$ cat config.mk
export PLATFORM = sky130hd
export DESIGN_NAME = mac_dst_lookup
export DESIGN_NICKNAME = d
export VERILOG_FILES = /design/src/rtl/mac_pkg.sv /design/src/rtl/mac_dst_capture.sv /design/src/rtl/mac_dst_lookup.sv
export SDC_FILE = /design/constraint.sdc
export NUM_CORES = 1
export LEC_CHECK = 0
export CORE_MARGIN = 5
export CORE_UTILIZATION = 53
export CTS_CLUSTER_SIZE = 30
export DETAILED_ROUTE_END_ITERATION = 8
export PLACE_DENSITY_LB_ADDON = 0.25
export SYNTH_ARGS = -nofsm -noshare
export SYNTH_HDL_FRONTEND = slang
export SYNTH_HIERARCHICAL = 1
export SYNTH_SLANG_ARGS = --single-unit
$ cat constraint.sdc
create_clock -name iclk -period 2.9 [get_ports iclk]
set_input_delay 0.29 -clock iclk [delete_from_list [all_inputs] [get_ports iclk]]
set_output_delay 0.29 -clock iclk [all_outputs]
set_load 0.02 [all_outputs]
$ cat src/rtl/mac_pkg.sv
// Shared definitions for the MAC learning table readers/writers:
// default widths, lookup FSM states, the broadcast address and the
// MAC-to-slot hash (low bits of the address).
package mac_pkg;

  localparam int MAC_ADRESS_W = 2;
  localparam int MAC_SLOTS    = 16384;
  localparam int MAC_DATA_W   = 8;
  localparam int MAC_TIME_W   = 9;
  localparam int MAC_SLOT_W   = $clog2(MAC_SLOTS);

  typedef enum logic [2:0] {
    IDLE,
    CAPT,
    READ,
    WAIT,
    DECIDE
  } state_t;

  localparam logic [47:0] MAC_BCAST = 48'hFFFF_FFFF_FFFF;

  // Table slot is simply the low bits of the address, i.e. {byte4[5:0], byte5}.
  function automatic logic [MAC_SLOT_W-1:0] mac_slot(input logic [47:0] mac);
    return mac[MAC_SLOT_W-1:0];
  endfunction

endpackage

$ cat src/rtl/mac_dst_capture.sv
// Destination MAC capture: byte counter plus 48-bit MSB-first shift register.
// start loads byte 0, shift appends the next byte; done flags byte 5,
// runt flags an end-of-frame before byte 5.
module mac_dst_capture
  import mac_pkg::*;
#(
  parameter int pDATA_WIDTH = MAC_DATA_W
) (
  input  logic                   iclk,
  input  logic                   irst,
  input  logic                   start,
  input  logic                   shift,
  input  logic                   last,
  input  logic [pDATA_WIDTH-1:0] data,
  output logic [47:0]            mac,
  output logic                   done,
  output logic                   runt
);

  logic [2:0] count;

  assign done = shift && (count == 3'd5);
  assign runt = (start || shift) && last && !done;

  // Load byte 0 on start, shift in later bytes, clear the count when the frame ends
  always_ff @(posedge iclk or posedge irst) begin
    if (irst) begin
      count <= 3'd0;
      mac   <= '0;
    end else if (start) begin
      count <= runt ? 3'd0 : 3'd1;
      mac   <= {{(48-pDATA_WIDTH){1'b0}}, data};
    end else if (shift) begin
      count <= (done || runt) ? 3'd0 : count + 3'd1;
      mac   <= {mac[47-pDATA_WIDTH:0], data};
    end
  end

endmodule

$ cat src/rtl/mac_dst_lookup.sv
// Destination lookup: captures the destination MAC, reads the learned
// port/age from the table and issues one unicast/flood/drop decision per frame.
// Build option MAC_DST_LOOKUP_FILTER_EN: when defined, a hit on the ingress
// port itself is dropped; otherwise it is unicast back and o_drop stays 0.
module mac_dst_lookup
  import mac_pkg::*;
#(
  parameter int pADRESS     = MAC_ADRESS_W,
  parameter int pSLOTS      = MAC_SLOTS,
  parameter int pDATA_WIDTH = MAC_DATA_W,
  parameter int pTIME       = MAC_TIME_W
) (
  input  logic                       iclk,
  input  logic                       irst,
  input  logic [pDATA_WIDTH-1:0]     irx_d,
  input  logic                       irx_dv,
  input  logic                       i_sof,
  input  logic                       i_eof,
  input  logic [pADRESS-1:0]         i_port_num,
  output logic                       o_rd_en,
  output logic [$clog2(pSLOTS)-1:0]  o_rd_addr,
  input  logic [pADRESS-1:0]         i_rd_port,
  input  logic [pTIME-1:0]           i_rd_time,
  output logic                       o_valid,
  output logic [pADRESS-1:0]         o_port_num,
  output logic                       o_flood,
  output logic                       o_drop
);

  localparam int SLOT_W = $clog2(pSLOTS);

  state_t              state;
  state_t              next_state;
  logic                start;
  logic                shift;
  logic                commit;
  logic [47:0]         cap_mac;
  logic                cap_done;
  logic                cap_runt;
  logic                dec_flood;
  logic [pADRESS-1:0]  dec_port;
`ifdef MAC_DST_LOOKUP_FILTER_EN
  logic                dec_drop;
`else
  logic                unused_port;
  assign unused_port = ^i_port_num;
`endif

  // A start-of-frame byte always restarts capture, whatever the state
  assign start  = irx_dv && i_sof;
  assign shift  = (state == CAPT) && irx_dv && !i_sof;
  assign commit = (state == WAIT) && !start;
  assign o_rd_en = (state == READ);

  mac_dst_capture #(
    .pDATA_WIDTH (pDATA_WIDTH)
  ) u_capture (
    .iclk  (iclk),
    .irst  (irst),
    .start (start),
    .shift (shift),
    .last  (i_eof),
    .data  (irx_d),
    .mac   (cap_mac),
    .done  (cap_done),
    .runt  (cap_runt)
  );

  // Next-state logic; a new frame pre-empts everything, DECIDE still emits its result
  always_comb begin
    next_state = state;
    if (start) begin
      next_state = cap_runt ? IDLE : CAPT;
    end else begin
      case (state)
        IDLE:    next_state = IDLE;
        CAPT:    if (cap_done) next_state = READ;
                 else if (cap_runt) next_state = IDLE;
        READ:    next_state = WAIT;
        WAIT:    next_state = DECIDE;
        DECIDE:  next_state = IDLE;
        default: next_state = IDLE;
      endcase
    end
  end

  // Forwarding decision from the captured address and the table read data
  always_comb begin
    dec_flood = 1'b0;
    dec_port  = '0;
`ifdef MAC_DST_LOOKUP_FILTER_EN
    dec_drop  = 1'b0;
`endif
    if ((cap_mac == MAC_BCAST) || cap_mac[40]) begin
      dec_flood = 1'b1;
    end else if (i_rd_time == '0) begin
      dec_flood = 1'b1;
`ifdef MAC_DST_LOOKUP_FILTER_EN
    end else if (i_rd_port == i_port_num) begin
      dec_drop = 1'b1;
`endif
    end else begin
      dec_port = i_rd_port;
    end
  end

  // State register
  always_ff @(posedge iclk or posedge irst) begin
    if (irst) begin
      state <= IDLE;
    end else begin
      state <= next_state;
    end
  end

  // Read address latched with byte 5; decision latched at the end of WAIT and held
  always_ff @(posedge iclk or posedge irst) begin
    if (irst) begin
      o_rd_addr  <= '0;
      o_valid    <= 1'b0;
      o_port_num <= '0;
      o_flood    <= 1'b0;
`ifdef MAC_DST_LOOKUP_FILTER_EN
      o_drop     <= 1'b0;
`endif
    end else begin
      o_valid <= commit;
      if (cap_done) begin
        o_rd_addr <= SLOT_W'(mac_slot({cap_mac[47-pDATA_WIDTH:0], irx_d}));
      end
      if (commit) begin
        o_port_num <= dec_port;
        o_flood    <= dec_flood;
`ifdef MAC_DST_LOOKUP_FILTER_EN
        o_drop     <= dec_drop;
`endif
      end
    end
  end

`ifndef MAC_DST_LOOKUP_FILTER_EN
  assign o_drop = 1'b0;
`endif

endmodule

==> impl_metrics.toml <==
[power_and_ir_drop]
p_total_w = 0.000942
p_leak_nw = 0.937
intPower_w = 0.000690
powerDensity_mw_per_mm2 = 466
sw_frac_of_total = 0.267
comb_power_share = 0.148
p_seq_frac = 0.573
switchingPower_w = 0.000252
ir_drop_mv = 0.352
clkPwrFrac = 0.279

[clock_tree]
cts_tree = "yes"
cts_repair_resize_count = 0
worstSkewPairLatency_ps = 350
clockBufferDepth = 2
ctsHoldBuffers = 0
clock-root-buffer = "clkbuf_4"
clk_pin_slew_ps = 110
cts_buffers = 5
postCtsSetupRepairBufs = 0
clkSinkCount = 35
htree_num_levels = 2

[worst_setup_path]
path_class = "reg -> reg"
cp_data_required_time_ps = 3140
cp_max_fo = 17
critPathArrivalTime_ps = 2340
reg2reg_setup_slack_ps = 800
r2r-end = "o_rd_addr[10]"
end_kind = "flop"
reg2reg_depth = 5
reg2reg_from = "state[1]"
start_kind = "flop"

[finish]
finalNetCount = 190
diodes = 0
drive_above_1_share = 0.202
syn2layout_area_growth_pct = 26.2

[routing]
post_drt_via_cell_ratio = 5.32
ant_nets = 0
wl_per_cell_um = 15.6
drt-total-wl_um = 3060
drt_iter0_drc = 46
vias = 1042
dr.pass1.iters = 4
drc_errors = 0

[timing]
clock_skew_ps = 10.1
setup_viol = 0
final_hold_viol_count = 0
finalCriticalPeriod_ps = 2100
grt_setup_unrepaired = "false"
worstMarginPinSlew_ps = 786
finalMaxSlewViolations = 0
max-slew-margin-rel = 0.475
fin_tns_setup_ps = 0
fmax_ghz = 0.477
fin_crit_sh = 0.723
timing.final.ws_setup_ps = 803

[job]
drv_cap = 0

[global_routing]
grt_max_degree = 22
first_global_vias = 1130
grt.overflow.total = 0
grt_pass1_wl_um = 5170
grt.total_usage = 0.167
antenna_found_initial = 0

[floorplanning]
dieArea_mm2 = 0.00422
initial_core_util = 0.537
ios = 46
die_h_um = 65.0
rows = 20
core_mm2 = 0.00298
die_x_um = 65.0

[placement]
dpl_worst_slack_ps = 595
hpwl_um = 2320
port_buffers = 42
gp_congestion = 0.770

[worst_hold_path]
min_path_type = "in -> async"

[logic_synthesis]
synthCells = 125
synth_nets = 153
netlist_area_mm2 = 0.00160
syn_avg_cell_area_um2 = 12.8
ys_warn_count = 6

[outcome]
status = "finished, final reports clean"
==> critical path, cell delays in order (launching register included) <==
cell	delay [ps]
dfrtp_1	420
nand2b_1	170
nor4b_2	310
nand3_1	170
inv_1	510
mux2_2	410
==> state kept, by name, indices dropped and copies added (netlist names) <==
signal	count
u_capture/mac	11
o_port_num	2
o_rd_addr	14
state	3
o_flood	1
u_capture/count	3
o_valid	1
==> worst max path at each step <==
stage,depth (start not counted),slack (ps),end,startpoint
after global placement,5,640,o_rd_addr[13],irx_dv
after floorplan,7,760,o_rd_addr[0],state[1]
after CTS,5,770,o_rd_addr[13],state[1]
after detailed placement,5,590,o_rd_addr[10],irx_dv
after global routing,6,590,u_capture/count[0],state[1]
final,5,800,o_rd_addr[10],state[1]
==> area by class of cell <==
cell class / count / area [um^2]
fillers: 238 / 958
flip-flops and latches: 35 / 876
multi-input cells: 68 / 583
repair buffers: 43 / 428
well taps: 33 / 41.3
clock buffers: 5 / 37.5
inverters: 9 / 33.8
clock inverters: 3 / 20.0
==> placed cells by master (no fill, tap or decap) <==
cell type and count:
a21o_1 1, a21oi_1 3, a221o_1 1, buf_4 1
clkbuf_4 5, clkdlybuf4s50_1 42, clkinv_2 1, clkinvlp_4 2
conb_1 1, dfrtp_1 35, ha_1 2, inv_1 9
mux2_2 20, mux2i_1 5, nand2_1 3, nand2b_1 3
nand3_1 2, nand3b_1 1, nor2_1 9, nor2_8 1
nor4_4 1, nor4b_1 1, nor4b_2 1, nor4bb_1 1
o21ai_0 2, o22a_1 1, o22ai_1 1, o31ai_1 1
o32a_1 1, o41ai_1 2, or2_1 1, or3_1 2
or4_4 1
==> metal layers <==
layer / up-vias / GRT usage / routed length, um
li1: 492 / - / -
met1: 526 / 0.181 / 1180
met2: 18 / 0.289 / 1680
met3: 6 / 0.0433 / 136
met4: 0 / 0.103 / 57
met5: - / 0 / 0
==> through the flow <==
| step | hold WS, ps | utilization | instance area, um^2 | instances |
|---|---|---|---|---|
| 3_5_place_dp | 493 | 0.659 | 1960 | 188 |
| 4_1_cts | 326 | 0.678 | 2020 | 196 |
| 3_3_place_gp | 482 | 0.659 | 1960 | 188 |
| 5_1_grt | 374 | 0.678 | 2020 | 196 |
| 2_1_floorplan | 179 | - | 1600 | 125 |
| 6_report | 315 | 0.678 | 2020 | 196 |
==> power by group through the flow <==
stage / Combinational (W) / Clock, W / Sequential, W
after global placement: 0.000136 / 0 / 0.000546
final: 0.000140 / 0.000263 / 0.000540
after detailed placement: 0.000141 / 0 / 0.000550
after floorplan: 0.0000888 / 0 / 0.000551
after CTS: 0.000142 / 0.000270 / 0.000540
after global routing: 0.000155 / 0.000294 / 0.000544
Power figures use the tool's default switching activity.
